**src/rtl/conditional_sum_subtractor_serial_pkg.sv**
```systemverilog
// Package csa_pkg: shared constants, FSM state type and helper function for
// the serial conditional-sum subtractor and its 4-bit slice.
//   SLICE_W : bits resolved per clock
//   state_t : IDLE / BUSY / DONE
//   clog2   : index width helper, never returns less than 1
package csa_pkg;

  localparam int unsigned SLICE_W = 4;

  typedef enum logic [1:0] {
    IDLE = 2'd0,
    BUSY = 2'd1,
    DONE = 2'd2
  } state_t;

  // Minimum of 1 so a single-slice build still has a legal counter width.
  function automatic int unsigned clog2(input int unsigned n);
    int unsigned r;
    r = 0;
    while ((32'd1 << r) < n) r = r + 1;
    return (r == 0) ? 1 : r;
  endfunction

endpackage

```
**src/rtl/conditional_sum_subtractor_4bit.sv**
```systemverilog
// Combinational 4-bit conditional-sum subtract slice.
// Both borrow-in cases are formed independently and bin selects the pair.
// Ports:
//   a, b  : 4-bit minuend / subtrahend
//   bin   : borrow in
//   d     : 4-bit difference
//   bout  : borrow out
module conditional_sum_subtractor_4bit
  import csa_pkg::*;
(
  input  logic [SLICE_W-1:0] a,
  input  logic [SLICE_W-1:0] b,
  input  logic               bin,
  output logic [SLICE_W-1:0] d,
  output logic               bout
);

  // MSB of each (SLICE_W+1)-bit result is the borrow: it is set exactly
  // when the true difference is negative.
  logic [SLICE_W:0] r0;
  logic [SLICE_W:0] r1;

  assign r0 = {1'b0, a} - {1'b0, b};
  assign r1 = {1'b0, a} - {1'b0, b} - (SLICE_W+1)'(1);

  assign {bout, d} = bin ? r1 : r0;

endmodule

```
**src/rtl/conditional_sum_subtractor_serial.sv**
```systemverilog
// Multi-cycle WIDTH-bit subtractor: d = a - b - b_in, one 4-bit
// conditional-sum slice per clock, least-significant slice first.
// Optional feature macro: SUB_OVERFLOW_EN (adds the signed-overflow port ovf).
// Ports:
//   clk, rst_n          : clock (rising edge), asynchronous active-low reset
//   in_valid / in_ready : operand handshake (accept only in IDLE)
//   a, b, b_in          : minuend, subtrahend, borrow in
//   out_valid/out_ready : result handshake (result held in DONE)
//   d, b_out            : difference mod 2^WIDTH, unsigned borrow out
//   ovf                 : signed overflow (SUB_OVERFLOW_EN only)
module conditional_sum_subtractor_serial
  import csa_pkg::*;
#(
  parameter int unsigned WIDTH = 16
) (
  input  logic             clk,
  input  logic             rst_n,
  input  logic             in_valid,
  output logic             in_ready,
  input  logic [WIDTH-1:0] a,
  input  logic [WIDTH-1:0] b,
  input  logic             b_in,
  output logic             out_valid,
  input  logic             out_ready,
  output logic [WIDTH-1:0] d,
  output logic             b_out
`ifdef SUB_OVERFLOW_EN
  ,
  output logic             ovf
`endif
);

  localparam int unsigned SLICES = WIDTH / SLICE_W;
  localparam int unsigned IDX_W  = clog2(SLICES);

  state_t               state_q,  state_d;
  logic [IDX_W-1:0]     idx_q,    idx_d;
  logic [WIDTH-1:0]     a_q,      a_d;
  logic [WIDTH-1:0]     b_q,      b_d;
  logic                 borrow_q, borrow_d;
  logic [WIDTH-1:0]     d_q,      d_d;
  logic                 bout_q,   bout_d;

  logic [SLICE_W-1:0]   sl_a;
  logic [SLICE_W-1:0]   sl_b;
  logic [SLICE_W-1:0]   sl_d;
  logic                 sl_bout;

  assign sl_a = a_q[idx_q*SLICE_W +: SLICE_W];
  assign sl_b = b_q[idx_q*SLICE_W +: SLICE_W];

  conditional_sum_subtractor_4bit u_slice (
    .a    (sl_a),
    .b    (sl_b),
    .bin  (borrow_q),
    .d    (sl_d),
    .bout (sl_bout)
  );

  always_ff @(posedge clk or negedge rst_n) begin
    if (!rst_n) begin
      state_q  <= IDLE;
      idx_q    <= '0;
      a_q      <= '0;
      b_q      <= '0;
      borrow_q <= 1'b0;
      d_q      <= '0;
      bout_q   <= 1'b0;
    end else begin
      state_q  <= state_d;
      idx_q    <= idx_d;
      a_q      <= a_d;
      b_q      <= b_d;
      borrow_q <= borrow_d;
      d_q      <= d_d;
      bout_q   <= bout_d;
    end
  end

  // b_out is a separate register from the running borrow so that it only
  // moves on slice writes, not when b_in is loaded at accept.
  always_comb begin
    state_d  = state_q;
    idx_d    = idx_q;
    a_d      = a_q;
    b_d      = b_q;
    borrow_d = borrow_q;
    d_d      = d_q;
    bout_d   = bout_q;
    unique case (state_q)
      IDLE: begin
        if (in_valid) begin
          a_d      = a;
          b_d      = b;
          borrow_d = b_in;
          idx_d    = '0;
          state_d  = BUSY;
        end
      end
      BUSY: begin
        d_d[idx_q*SLICE_W +: SLICE_W] = sl_d;
        borrow_d = sl_bout;
        bout_d   = sl_bout;
        idx_d    = idx_q + 1'b1;
        if (idx_q == IDX_W'(SLICES - 1)) state_d = DONE;
      end
      DONE: begin
        if (out_ready) state_d = IDLE;
      end
      default: state_d = IDLE;
    endcase
  end

  assign in_ready  = (state_q == IDLE);
  assign out_valid = (state_q == DONE);
  assign d         = d_q;
  assign b_out     = bout_q;

`ifdef SUB_OVERFLOW_EN
  // Operands of differing sign whose result sign differs from the minuend.
  assign ovf = (a_q[WIDTH-1] ^ b_q[WIDTH-1]) & (d_q[WIDTH-1] ^ a_q[WIDTH-1]);
`endif

endmodule

```
**config.mk**
```make
export PLATFORM = sky130hd
export DESIGN_NAME = conditional_sum_subtractor_serial
export DESIGN_NICKNAME = d
export VERILOG_FILES = /design/src/rtl/conditional_sum_subtractor_serial_pkg.sv /design/src/rtl/conditional_sum_subtractor_4bit.sv /design/src/rtl/conditional_sum_subtractor_serial.sv
export SDC_FILE = /design/constraint.sdc
export NUM_CORES = 1
export LEC_CHECK = 0
export ABC_CLOCK_PERIOD_IN_PS = 9500
export CAP_MARGIN = 20
export CORE_UTILIZATION = 54
export CTS_BUF_LIST = sky130_fd_sc_hd__clkbuf_16
export CTS_CLUSTER_DIAMETER = 30
export DETAILED_ROUTE_END_ITERATION = 7
export HOLD_SLACK_MARGIN = 0.08
export PLACE_DENSITY = 0.8
export SETUP_SLACK_MARGIN = 0.02
export SLEW_MARGIN = 20
export SYNTH_ARGS = -nofsm -noshare
export SYNTH_HDL_FRONTEND = slang
export SYNTH_SLANG_ARGS = --single-unit
```
**constraint.sdc**
```tcl
create_clock -name clk -period 9.5 [get_ports clk]
set_input_delay 1.9 -clock clk [delete_from_list [all_inputs] [get_ports clk]]
set_output_delay 1.9 -clock clk [all_outputs]
set_load 0.05 [all_outputs]
```
## After elaboration in Yosys (flattened, before gate mapping)

Cells that the tools add are included.

- Register bits: 54
- Input port bits: 37
- Logic and storage cells: 36

- $add $sub $neg: 4
- Equal/unequal tests: 6
- Shift-type cells: 4
- Muxes and demuxes: 10
- Reduce and logical (&&, ||, !) cells: 5

Operators with widths:

| kind | count |
|---|---|
| negation 4 -> 34 bit | 1 |
| variable shift 4 x 34 -> 16 bit, first input constant | 1 |
| variable part select 4 x 34 -> 16 bit | 1 |
| variable part select 16 x 5 -> 4 bit | 2 |
| bitwise mux 16 bit | 1 |
| two-way mux 2 bit | 4 |
| case mux 2 bit (3 select lines) | 1 |
| two-way mux 5 bit | 1 |
| subtractor 4 x 4 -> 5 bit | 1 |
| subtractor 5 x 1 -> 5 bit, second input constant | 1 |
| == test 2 bit, second input constant | 2 |
| != test 2 bit, second input constant | 2 |
| case mux 2 bit (2 select lines) | 1 |
| AND reduction 2 bit | 2 |
| AND reduction 3 bit | 1 |
| adder 2 x 1 -> 2 bit, second input constant | 1 |
| == test 2 x 1 -> 1 bit, second input constant | 1 |
| logical NOT 2 bit | 1 |
| != test 2 x 1 -> 1 bit, second input constant | 1 |
| case mux 1 bit (2 select lines) | 1 |
| nonzero test 2 bit | 1 |
| two-way mux 1 bit | 1 |

## Longest topological paths before layout

- Word-level depth: 6
- Gate-level depth with buffers: 11
- Mapped depth without buffers: 10

## By module

From an unflattened synthesis, not the netlist that was laid out.

- Cells, all modules: 210
- Area, all modules: 2,752.6 um^2

Modules (own cells, without submodules):

| module | times used | cells an instance | area each (um^2) |
|---|---|---|---|
| conditional_sum_subtractor_serial | 1 | 176 | 2,488.6 |
| conditional_sum_subtractor_4bit | 1 | 34 | 264.0 |

## Worst setup path after synthesis

Ideal clock, no wire load.

- Path type: reg2reg
- Start: reg idx_q[0]
- End: reg borrow_q
- Library setup time: 94 ps
- Arrival time: 2,971 ps
- Data required time: 9,406 ps
- Setup slack: 6,435 ps
- Stages on the path, launching flop included: 11
- Path buffers: 1
- Period minus slack after synthesis: 3,065 ps
- Cell sequence: dfrtp_1 buf_2 mux4_2 ha_1 fa_1 ha_1 nand2_1 or3b_1 mux2i_1 xnor2_1 a221oi_2

- Longest elaborated chain between the ends: 5

RTL lines:

| element | RTL line | RTL |
|---|---|---|
| from (decl) | conditional_sum_subtractor_serial.sv:37 | `logic [IDX_W-1:0] idx_q, idx_d;` |
| from (signal assigned) | conditional_sum_subtractor_serial.sv:71 | `idx_q <= idx_d;` |
| variable part select 16 x 5 -> 4 bit, on equally long branches | conditional_sum_subtractor_serial.sv:49, conditional_sum_subtractor_serial.sv:50 |  |
| subtractor 4 x 4 -> 5 bit * | conditional_sum_subtractor_4bit.sv:23, conditional_sum_subtractor_4bit.sv:24 |  |
| subtractor 5 x 1 -> 5 bit | conditional_sum_subtractor_4bit.sv:24 | `assign r1 = {1'b0, a} - {1'b0, b} - (SLICE_W+1)'(1);` |
| two-way mux 5 bit * | conditional_sum_subtractor_4bit.sv:26 | `assign {bout, d} = bin ? r1 : r0;` |
| case mux 1 bit (2 select lines) * | conditional_sum_subtractor_serial.sv:90 | `unique case (state_q)` |
| to (signal assigned) | conditional_sum_subtractor_serial.sv:74 | `borrow_q <= borrow_d;` |
| to (decl) | conditional_sum_subtractor_serial.sv:40 | `logic borrow_q, borrow_d;` |

Every way passes the cells marked *; elsewhere a longest branch is shown, timed or not.
A chain may end at the register's enable or synchronous reset.

## Final worst setup path

- Start: reg state_q[0]
- End: out in_ready

- Longest elaborated chain between the ends: 1

RTL lines:

| element | RTL line | RTL |
|---|---|---|
| from (decl) | conditional_sum_subtractor_serial.sv:36 | `state_t state_q, state_d;` |
| from (signal assigned) | conditional_sum_subtractor_serial.sv:70 | `state_q <= state_d;` |
| logical NOT 2 bit | conditional_sum_subtractor_serial.sv:114 | `assign in_ready = (state_q == IDLE);` |
| to (decl) | conditional_sum_subtractor_serial.sv:19 | `output logic in_ready,` |

No other way between the ends.

==> impl_metrics.env <==
export IMPL_slew_viol_final=0
export IMPL_routedWlPerCell_um=13.9
export IMPL_worstHoldPathCells=2
export IMPL_syn_area_per_cell_um2=9.51
export IMPL_hold_path_class="register to register"
export IMPL_clockRootBuffer="clkbuf_16"
export IMPL_drtAntennaViolNets=0
export IMPL_irDropWorstVdd_mv=0.228
export IMPL_ys_seq_area_frac=0.528
export IMPL_critPathMaxFanout=5
export IMPL_dp_cells=367
export IMPL_layout_drive_gt1_share=0.0650
export IMPL_num_antenna_cells=0
export IMPL_start_kind="register"
export IMPL_postCtsHoldBufs=0
export IMPL_power_frac_seq=0.292
export IMPL_vias=1941
export IMPL_postSynthRegisterBits=54
export IMPL_fin_cells=375
export IMPL_portBuffers=55
export IMPL_crit_arrival_ns=1.84
export IMPL_overflow=0
export IMPL_hold_path_end="b_q[9]"
export IMPL_drc=6
export IMPL_fin_crit_sh=0.393
export IMPL_die_x_um=70.8
export IMPL_violations="DRC"
export IMPL_maxCapViolCount=0
export IMPL_switching_share=0.463
export IMPL_synth_top_cell_area_share=0.528
export IMPL_fin_util=0.737
export IMPL_synthArstFlopShare=1.00
export IMPL_h_tree_depth=2
export IMPL_start_util=0.576
export IMPL_internal_power_uw=748
export IMPL_endpoint_kind="primary output"
export IMPL_nets=370
export IMPL_reg2reg_depth=9
export IMPL_dieArea_mm2=0.00502
export IMPL_r2r_setup_slack_ns=6.03
export IMPL_cts_sinks=54
export IMPL_syn_num_nets=317
export IMPL_path_clk_slew_ns=0.07
export IMPL_clock_power_share=0.125
export IMPL_fp_dieH_um=70.8
export IMPL_post_place_ws_ns=5.75
export IMPL_wl_um=5210
export IMPL_first_global_vias=1965
export IMPL_grt_max_degree=55
export IMPL_antenna_found_initial=0
export IMPL_dr_pass1_iters=8
export IMPL_drt_iter0_drc=121
export IMPL_clock_skew_ns=0.00741
export IMPL_switching_power_uw=644
export IMPL_cts_tree="done"
export IMPL_fp_coreArea_mm2=0.00444
export IMPL_ios=56
export IMPL_synth_area_mm2=0.00256
export IMPL_yosysWarnings=0
export IMPL_rows=24
export IMPL_fin_setup_tns_ns=0
export IMPL_fmax_mhz=268
export IMPL_clk_latency_ns=0.29
export IMPL_r2r_start="idx_q[0]"
export IMPL_vias_per_cell=5.18
export IMPL_synthCells=269
export IMPL_power_per_cell_area_mw_per_mm2=425
export IMPL_gp_congestion=0.782
export IMPL_yosysUniqueCellTypes=30
export IMPL_place_hpwl_um=3650
export IMPL_tightest_slew_ns=1.07
export IMPL_cp_data_required_time_ns=7.60
export IMPL_yosys_top_cells_count="nand2_1 (121), dfrtp_1 (54), o21ai_0 (20)"
export IMPL_synth_edff_count=0
export IMPL_grt_pass1_wl_um=9130
export IMPL_setup_viol=0
export IMPL_hold_violations=0
export IMPL_crit_type="register to primary output"
export IMPL_fin_ws_ns=5.76
export IMPL_rsz0062_at_grt="no"
export IMPL_cts_buffer_depth=2
export IMPL_worstHoldStart="b_q[9]"
export IMPL_grt_util_all_layers=0.237
export IMPL_power_frac_comb=0.583
export IMPL_cts_setup_buffers=0
export IMPL_synth_ff_type="dfrtp_1"
export IMPL_synth_area_top_cells="dfrtp_1 (53%), nand2_1 (18%), mux4_2 (7.0%)"
export IMPL_slew_headroom=0.284
export IMPL_yosysMostFrequentCell="nand2_1"
export IMPL_run_status="finished, violations left"
export IMPL_areaGrowthSynthToFinish_pct=28.1
export IMPL_cts_resized=0
export IMPL_cts_buffers=5
export IMPL_rr_endpoint="borrow_q"
export IMPL_n_fill_cell=344
export IMPL_period_needed_ns=3.74
export IMPL_yosys_area_top_type="dfrtp_1"
export IMPL_p_leak_uw=0.00157
-- cell usage in the layout, fill, tap and decap left out, types with 2 or more instances in the layout --
master	count
clkbuf_16	5
clkdlybuf4s50_1	54
dfrtp_1	54
ha_1	10
inv_1	12
mux4_2	8
nand2_1	121
nand2b_1	3
nand4_1	3
nor2_1	4
nor2b_1	3
nor3_1	2
o21ai_0	20
xnor2_1	3
xor2_1	2
-- metrics by stage --
stage	hold WS (ns)	area, um^2	power [uW]
finish	0.474	3280	1390
global route	0.489	3280	1500
CTS	0.474	3280	1400
detailed placement	0.457	3140	1210
global placement	0.452	3140	1180
floorplan	0.440	2560	988
-- power groups by stage --
stage / logic [uW] / clock network [uW] / registers (uW)
2_1_floorplan: 534 / 0 / 454
3_3_place_gp: 778 / 0 / 403
3_5_place_dp: 802 / 0 / 410
4_1_cts: 821 / 176 / 407
5_1_grt: 897 / 185 / 420
6_report: 812 / 174 / 406
-- cell families (layout without fill, tap and decap cells) --
kind of cell / after synthesis / count (layout) / synth area share
XOR/XNOR: 6 / 6 / 0.0235
multiplexers: 10 / 10 / 0.0787
buffers and inverters: 21 / 75 / 0.0313
adder cells (fa/ha/maj): 11 / 11 / 0.0567
AO/OA/AOI/OAI: 25 / 25 / 0.0567
AND/OR/NAND/NOR: 142 / 142 / 0.225
flip-flops: 54 / 54 / 0.528
-- worst max-delay path by stage --
| stage | slack (ns) | start | to | depth (start not counted) |
|---|---|---|---|---|
| floorplan | 6.44 | idx_q[0] | borrow_q | 10 |
| global placement | 5.76 | in_valid | borrow_q | 4 |
| detailed placement | 5.75 | in_valid | borrow_q | 4 |
| CTS | 5.76 | state_q[0] | in_ready | 2 |
| global route | 5.69 | state_q[0] | in_ready | 2 |
| finish | 5.76 | state_q[0] | in_ready | 2 |
-- critical path, stage by stage, from the launching register on --
cell	delay, ns
dfrtp_1	0.42
nor2_1	0.27
clkdlybuf4s50_1	0.86
-- sequential cells by signal (all words and copies together), names as in the netlist --
name,count
b_q,16
a_q,16
state_q,2
borrow_q,1
idx_q,2
d,16
b_out,1
-- routing by layer --
metal	track usage	wire length, um	vias up
met5	0	0	-
met4	0.0844	67	0
met3	0.0470	164	7
met2	0.395	2630	44
met1	0.313	2350	918
li1	-	-	972
-- cell type report --
class	instances	area, um^2	area share
Multi-Input combinational cell	194	1130	0.344
Inverter	11	41.3	0.0126
Clock inverter	3	12.5	0.00382
Tap cell	52	65.1	0.0199
Clock buffer	5	125	0.0382
Timing Repair Buffer	56	553	0.169
Sequential cell	54	1350	0.412
Note: power is estimated with default switching activity, not from simulation.
